==> config.mk <==
export PLATFORM = sky130hd
export DESIGN_NAME = serial_diff_unit
export DESIGN_NICKNAME = d
export VERILOG_FILES = /design/src/rtl/serial_diff_unit.sv
export SDC_FILE = /design/constraint.sdc
export NUM_CORES = 1
export LEC_CHECK = 0
export BUFFER_PORTS_ARGS = -buffer_cell sky130_fd_sc_hd__buf_2
export CORE_UTILIZATION = 55
export CTS_CLUSTER_DIAMETER = 150
export DETAILED_ROUTE_END_ITERATION = 12
export PLACE_DENSITY = 0.8
export SETUP_SLACK_MARGIN = 0.3
export SLEW_MARGIN = 30
export SYNTH_ARGS = -nofsm -noshare
export SYNTH_HDL_FRONTEND = slang
export SYNTH_SLANG_ARGS = --single-unit
export TNS_END_PERCENT = 1
==> constraint.sdc <==
create_clock -name clock -period 2.94 [get_ports clock]
set_input_delay 0.294 -clock clock [delete_from_list [all_inputs] [get_ports clock]]
set_output_delay 0.294 -clock clock [all_outputs]
set_load 0.01 [all_outputs]
==> src/rtl/serial_diff_unit.sv <==
// Digit-serial add/subtract unit: DIGIT bits per cycle through a registered
// borrow/carry, returning a (WIDTH+1)-bit result plus zero and overflow flags.
module serial_diff_unit #(
  parameter int WIDTH = 6,
  parameter int DIGIT = 1
) (
  input  logic             clock,
  input  logic             reset,
  input  logic             start,
  input  logic             mode,
  input  logic [WIDTH-1:0] x,
  input  logic [WIDTH-1:0] y,
  output logic             busy,
  output logic             done,
  output logic [WIDTH:0]   result,
  output logic             zero,
  output logic             overflow
);

  localparam int N  = WIDTH / DIGIT;
  localparam int CW = (N > 1) ? $clog2(N) : 1;
  localparam logic [CW-1:0] LAST = CW'(N - 1);

  generate
    if ((WIDTH < 2) || (DIGIT < 1) || ((WIDTH % DIGIT) != 0)) begin : g_badParams
      $error("serial_diff_unit: WIDTH must be >= 2 and DIGIT must divide WIDTH");
    end
  endgenerate

  typedef enum logic [1:0] {IDLE, RUN, DONE} state_t;

  state_t           state_q, state_d;
  logic [CW-1:0]    count_q, count_d;
  logic             carry_q, carry_d;
  logic             mode_q, mode_d;
  logic [WIDTH-1:0] a_q, a_d;
  logic [WIDTH-1:0] b_q, b_d;
  logic             xSign_q, xSign_d;
  logic             ySign_q, ySign_d;
  logic [WIDTH-1:0] resLow_q, resLow_d;
  logic             resMsb_q, resMsb_d;
  logic             zero_q, zero_d;
  logic             ovf_q, ovf_d;

  logic [DIGIT-1:0] sliceOut;
  logic             sliceCarry;
  logic [WIDTH-1:0] shiftedRes;

  // Operands shift right each cycle, so the low DIGIT bits are always the live slice.
  always_comb begin
    logic c;
    c = carry_q;
    sliceOut = '0;
    for (int i = 0; i < DIGIT; i++) begin
      sliceOut[i] = a_q[i] ^ b_q[i] ^ c;
      if (mode_q) begin
        c = (a_q[i] & b_q[i]) | (c & (a_q[i] ^ b_q[i]));
      end else begin
        c = (~a_q[i] & b_q[i]) | (~(a_q[i] ^ b_q[i]) & c);
      end
    end
    sliceCarry = c;
  end

  // New slice enters at the top; after N cycles digit 0 has reached bit 0.
  assign shiftedRes = (resLow_q >> DIGIT) | (WIDTH'(sliceOut) << (WIDTH - DIGIT));

  always_comb begin
    state_d  = state_q;
    count_d  = count_q;
    carry_d  = carry_q;
    mode_d   = mode_q;
    a_d      = a_q;
    b_d      = b_q;
    xSign_d  = xSign_q;
    ySign_d  = ySign_q;
    resLow_d = resLow_q;
    resMsb_d = resMsb_q;
    zero_d   = zero_q;
    ovf_d    = ovf_q;

    case (state_q)
      RUN: begin
        carry_d  = sliceCarry;
        resLow_d = shiftedRes;
        a_d      = a_q >> DIGIT;
        b_d      = b_q >> DIGIT;
        if (count_q == LAST) begin
          state_d  = DONE;
          resMsb_d = sliceCarry;
          zero_d   = (shiftedRes == '0);
          if (mode_q) begin
            ovf_d = (xSign_q == ySign_q) && (shiftedRes[WIDTH-1] != xSign_q);
          end else begin
            ovf_d = (xSign_q != ySign_q) && (shiftedRes[WIDTH-1] != xSign_q);
          end
        end else begin
          count_d = count_q + 1'b1;
        end
      end
      DONE:    state_d = IDLE;
      default: state_d = IDLE;
    endcase

    // Acceptance from IDLE or back-to-back from DONE; ignored while running.
    if ((state_q != RUN) && start) begin
      state_d  = RUN;
      count_d  = '0;
      carry_d  = 1'b0;
      mode_d   = mode;
      a_d      = x;
      b_d      = y;
      xSign_d  = x[WIDTH-1];
      ySign_d  = y[WIDTH-1];
      resLow_d = '0;
      resMsb_d = 1'b0;
      zero_d   = 1'b0;
      ovf_d    = 1'b0;
    end
  end

  always_ff @(posedge clock) begin
    if (reset) begin
      state_q  <= IDLE;
      count_q  <= '0;
      carry_q  <= 1'b0;
      mode_q   <= 1'b0;
      a_q      <= '0;
      b_q      <= '0;
      xSign_q  <= 1'b0;
      ySign_q  <= 1'b0;
      resLow_q <= '0;
      resMsb_q <= 1'b0;
      zero_q   <= 1'b0;
      ovf_q    <= 1'b0;
    end else begin
      state_q  <= state_d;
      count_q  <= count_d;
      carry_q  <= carry_d;
      mode_q   <= mode_d;
      a_q      <= a_d;
      b_q      <= b_d;
      xSign_q  <= xSign_d;
      ySign_q  <= ySign_d;
      resLow_q <= resLow_d;
      resMsb_q <= resMsb_d;
      zero_q   <= zero_d;
      ovf_q    <= ovf_d;
    end
  end

  assign busy     = (state_q == RUN);
  assign done     = (state_q == DONE);
  assign result   = {resMsb_q, resLow_q};
  assign zero     = zero_q;
  assign overflow = ovf_q;

endmodule

# ---- Word-level counts from Yosys, hierarchy flattened
# Index checks and enable logic that the tools add are counted.
dict set report op_classes {
  n_addsub 1
  n_mul 0
  reduce_logical 9
  n_mux 9
  bitwise_logic 13
  n_div 0
  magnitude_cmp 0
  n_shift 0
  n_eq_ne 8
}
# op n
set op_table {}
lappend op_table {{$mux W6} 4}
lappend op_table {{$logic_not A6 Y1} 1}
lappend op_table {{$or A5 B6 Y6} 1}
lappend op_table {{$mux W1} 5}
lappend op_table {{$and A1 B1 Y1} 4}
lappend op_table {{$not A1 Y1} 4}
lappend op_table {{$reduce_and A2 Y1} 2}
lappend op_table {{$add A3 B1 Y3 const B} 1}
lappend op_table {{$eq A3 B3 Y1 const B} 1}
lappend op_table {{$logic_and A1 B1 Y1} 3}
lappend op_table {{$ne A3 B1 Y1 const B} 1}
lappend op_table {{$reduce_or A3 Y1} 1}
lappend op_table {{$eq A2 B1 Y1 const B} 1}
lappend op_table {{$eq A2 B2 Y1 const B} 1}
lappend op_table {{$ne A1 B1 Y1} 2}
lappend op_table {{$ne A2 B1 Y1 const B} 1}
lappend op_table {{$or A1 B1 Y1} 2}
lappend op_table {{$reduce_bool A2 Y1} 1}
lappend op_table {{$reduce_or A2 Y1} 1}
lappend op_table {{$xor A1 B1 Y1} 2}
lappend op_table {{$eq A1 B1 Y1} 1}
dict set report word_totals {
  mem_bits_ro 0
  latchBits 0
  ramBits 0
  word_cells 53
  inputBits 16
  n_memories 0
  reg_bits 30
  output_inout_bits 11
}

# ---- Logic depth before layout (Yosys ltp)
dict set report depth {
  ltp_word 6
  mapped_depth 6
  ltp_nobuf 5
}

# ---- Worst setup path after synthesis
# No wires, ideal clock.
dict set report synth_timing {
  kind {register to register}
  start {register b_q[0]}
  end {register ovf_q, in the netlist overflow}
  arrival_ps 1332
  required_ps 2854
  n_path_buf 0
  setup_time_ps 86
  path_stages_with_launch 6
  synth_period_minus_slack_ps 1417
  path_slack_ps 1523
  cell_sequence {dfxtp_1 -> inv_1 -> fa_1 -> nor2b_1 -> mux2i_1 -> a211oi_1}
}
dict set report synth_via {
  elab_chain_len 6
  word_cells_on_any_way 7
  classes_between {eq/ne (1); mux (1); bitwise (3); reduce/logical (2)}
}
# item line
set synth_rtl {}
lappend synth_rtl {{start, declared} 37} ;# logic [WIDTH-1:0] b_q, b_d;
lappend synth_rtl {{start signal, assigned} 129} ;# b_q <= '0;
lappend synth_rtl {{start signal, assigned} 142} ;# b_q <= b_d;
lappend synth_rtl {{$xor A1 B1 Y1 (*) (2 in series)} 55} ;# sliceOut[i] = a_q[i] ^ b_q[i] ^ c;
lappend synth_rtl {{named net sliceOut} 45} ;# logic [DIGIT-1:0] sliceOut;
lappend synth_rtl {{$or A5 B6 Y6 (*)} 66} ;# assign shiftedRes = (resLow_q >> DIGIT) | (WIDTH'(sliceOut) << (WIDTH - DIGIT));
lappend synth_rtl {{$ne A1 B1 Y1 (*)} {93, 95}}
lappend synth_rtl {{$logic_and A1 B1 Y1, on equally long branches} {95, 93}}
lappend synth_rtl {{$mux W1 (*)} 92} ;# if (mode_q) begin
lappend synth_rtl {{end signal, assigned} 148} ;# ovf_q <= ovf_d;
lappend synth_rtl {{end, declared} 43} ;# logic ovf_q, ovf_d;
# Mark *: on every way through the listed nets, which the timed path passes. The rest lies on a longest branch.
# A chain may end at the register's enable or synchronous reset.

# ---- Worst setup path after layout
dict set report layout_timing {
  start {register state_q[0]}
  end {output busy}
}
dict set report layout_via {
  elab_chain_len 1
}
# item line
set layout_rtl {}
lappend layout_rtl {{start, declared} 32} ;# state_t state_q, state_d;
lappend layout_rtl {{start signal, assigned} 137} ;# state_q <= state_d;
lappend layout_rtl {{$eq A2 B1 Y1} 152} ;# assign busy = (state_q == RUN);
lappend layout_rtl {{end, declared} 13} ;# output logic busy,
# Every way passes these cells.

==> results.json <==
{
  "cts_made_buffers": 5,
  "p_total_mw": 0.833,
  "finalClockSkew_ns": 0.00451,
  "max-cap-violations": 0,
  "min_period_ns": 1.77,
  "rows": 17,
  "final.period_utilization": 0.602,
  "io_pins": 27,
  "ff_latch_area_um2": 601,
  "cts_setup_buffers": 0,
  "syn_inst": 145,
  "finalSetupViolCount": 0,
  "layout-drive-gt1-share": 0.228,
  "power_per_cell_area_mw_per_mm2": 551,
  "final_core_util": 0.664,
  "synthDominantCellAreaShare": 0.444,
  "cp-end-kind": "output port",
  "netlist.top_cell.by_area": "dfxtp_1",
  "hold_buffers": 0,
  "cp-start-kind": "register",
  "synth.avg_cell_area_um2": 9.34,
  "pwr-share-clk": 0.351,
  "die_x_um": 51.6,
  "hold_class": "primary input to register",
  "relSlewSlack": 0.704,
  "ys_seq_area_frac": 0.444,
  "area_growth_pct": 11.6,
  "synth.top_cells.by_count": "30 x dfxtp_1, 15 x nor2_1, 14 x a21oi_1",
  "path_clk_slew_ns": 0.09,
  "antenna_cells": 0,
  "p_sw_mw": 0.202,
  "synth_seq_cells": 30,
  "multi_input_area_um2": 648,
  "ant_nets": 0,
  "finalMaxSlewViolations": 0,
  "place_congestion": 0.683,
  "drt-initial-drc-count": 8,
  "busiest_layer": "met2",
  "async_flop_share": 0,
  "grt_overflow": 0,
  "clk_path_buf_depth": 2,
  "core_area_mm2": 0.00228,
  "grt_pass1_vias": 974,
  "cp_max_fo": 36,
  "vias_per_cell": 5.35,
  "use_met1": 0.248,
  "p_sw_frac": 0.243,
  "start_util": 0.595,
  "dr.pass1.iters": 4,
  "via_count": 1044,
  "yosys_warnings": 0,
  "hold_viol": 0,
  "vdd_drop_max_v": 0.000443,
  "cts_max_level": 2,
  "placed_area_mm2": 0.00143,
  "fill_cells": 199,
  "clock_sinks": 30,
  "internal_power_mw": 0.631,
  "crit_type": "register to output port",
  "antenna_found_initial": 0,
  "p_seq_frac": 0.530,
  "crit_arrival_ns": 1.48,
  "grt_start_max_net_pins": 37,
  "grt_setup_unrepaired": "false",
  "netlist_area_mm2": 0.00135,
  "die_h_um": 51.6,
  "insertion_delay_ns": 0.31,
  "power_frac_comb": 0.119,
  "die-area_mm2": 0.00266,
  "grt_usage": 0.218,
  "nNetsFinal": 186,
  "crit_required_ns": 2.65,
  "globalRouteMet3Util": 0.0789,
  "ctsResizeCount": 0,
  "stdcell_area_mm2": 0.00151,
  "cts_root_buffer": "clkbuf_4",
  "wl_per_cell_um": 12.8,
  "met2_usage": 0.370,
  "status": "complete, no violations",
  "p_leak_nw": 0.660,
  "synth_nets": 165,
  "cts_tree": "yes",
  "yosysMostFrequentCell": "dfxtp_1",
  "drc_errors": 0,
  "synthFlopType": "dfxtp_1",
  "wl_um": 2500,
  "finalSetupTns_ns": 0,
  "synth_cell_type_count": 29,
  "grt_pass1_wl_um": 4190,
  "portBuffers": 26,
  "place_hpwl_um": 1790,
  "synth-edff-count": 0,
  "synthTopCellsByArea": "dfxtp_1 44%, mux2i_1 9.6%, a211oi_1 6.7%, a21oi_1 5.2%, nor2_1 4.2%",
  "fmax_ghz": 0.565,
  "tightest_slew_ns": 0.444
}
## per-layer routing
| metal | vias up | wire length (µm) |
|---|---|---|
| met5 | - | 0 |
| li1 | 544 | - |
| met3 | 2 | 66 |
| met4 | 0 | 16 |
| met1 | 482 | 1100 |
| met2 | 16 | 1320 |
## path summary, 6_finish.rpt
path,start,end,slack [ns],cells past startpoint
worst max-delay path,state_q[0],busy,1.17,3
worst min-delay path,mode,mode_q,0.24,3
worst max register to register,b_q[0],overflow,1.42,5
worst min register to register,resLow_q[0],resLow_q[0],0.46,2
## critical path, stage by stage, from the launching register on
cell	delay, ns
dfxtp_1	0.40
nand2b_4	0.24
inv_2	0.32
buf_2	0.19
## cells by family (layout without fill, tap and decap cells)
family / Yosys count / in the layout / share of synthesized area
AO/OA/AOI/OAI: 35 / 35 / 0.167
flip-flops: 30 / 30 / 0.444
multiplexers: 13 / 13 / 0.0961
XOR/XNOR: 1 / 1 / 0.00647
AND/OR/NAND/NOR: 45 / 45 / 0.161
adder cells (fa/ha/maj): 4 / 4 / 0.0481
buffers and inverters: 17 / 39 / 0.0776
## state kept, by name, summed over array words and instances (netlist names)
signal	count
resMsb_q	1
mode_q	1
resLow_q	6
carry_q	1
b_q	6
a_q	6
zero	1
xSign_q	1
count_q	3
state_q	2
overflow	1
ySign_q	1
## area by class of cell
type | instances | share of cell area
inverters | 5 | 0.0124
flip-flops and latches | 30 | 0.397
repair buffers | 26 | 0.0861
multi-input cells | 98 | 0.429
well taps | 28 | 0.0232
clock buffers | 8 | 0.0522
## power by group through the flow
stage | registers (mW) | clock network (mW) | logic, mW
after floorplan | 0.448 | 0 | 0.0826
after global placement | 0.449 | 0 | 0.0944
after detailed placement | 0.451 | 0 | 0.0993
after CTS | 0.441 | 0.299 | 0.0998
after global routing | 0.443 | 0.320 | 0.112
final | 0.441 | 0.293 | 0.0991
## metrics by stage
step                      cells  setup slack (ns)  hold slack (ns)
after floorplan             145              1.52            0.442
after global placement      187              1.49            0.441
after detailed placement    187              1.43            0.451
after CTS                   195              1.17            0.234
after global routing        195              1.04            0.251
final                       195              1.17            0.243
## placed cells by master, fill, tap and decap left out, drive strengths merged
| master | netlist | layout |
|---|---|---|
| xor2 | 1 | 1 |
| mux2i | 13 | 13 |
| a21oi | 14 | 14 |
| nand2 | 13 | 13 |
| fa | 2 | 2 |
| a211oi | 14 | 14 |
| ha | 2 | 2 |
| nor2b | 2 | 2 |
| nor4 | 1 | 1 |
| and2b | 1 | 1 |
| inv | 5 | 5 |
| o21ai | 5 | 5 |
| a21o | 1 | 1 |
| nand2b | 1 | 1 |
| dfxtp | 30 | 30 |
| nor3 | 4 | 4 |
| a311oi | 1 | 1 |
| or3 | 1 | 1 |
| buf | 11 | 26 |
| and4b | 2 | 2 |
| clkbuf | 1 | 8 |
| and2 | 1 | 1 |
| nand3 | 4 | 4 |
| nor2 | 15 | 15 |
Power figures use the tool's default switching activity.
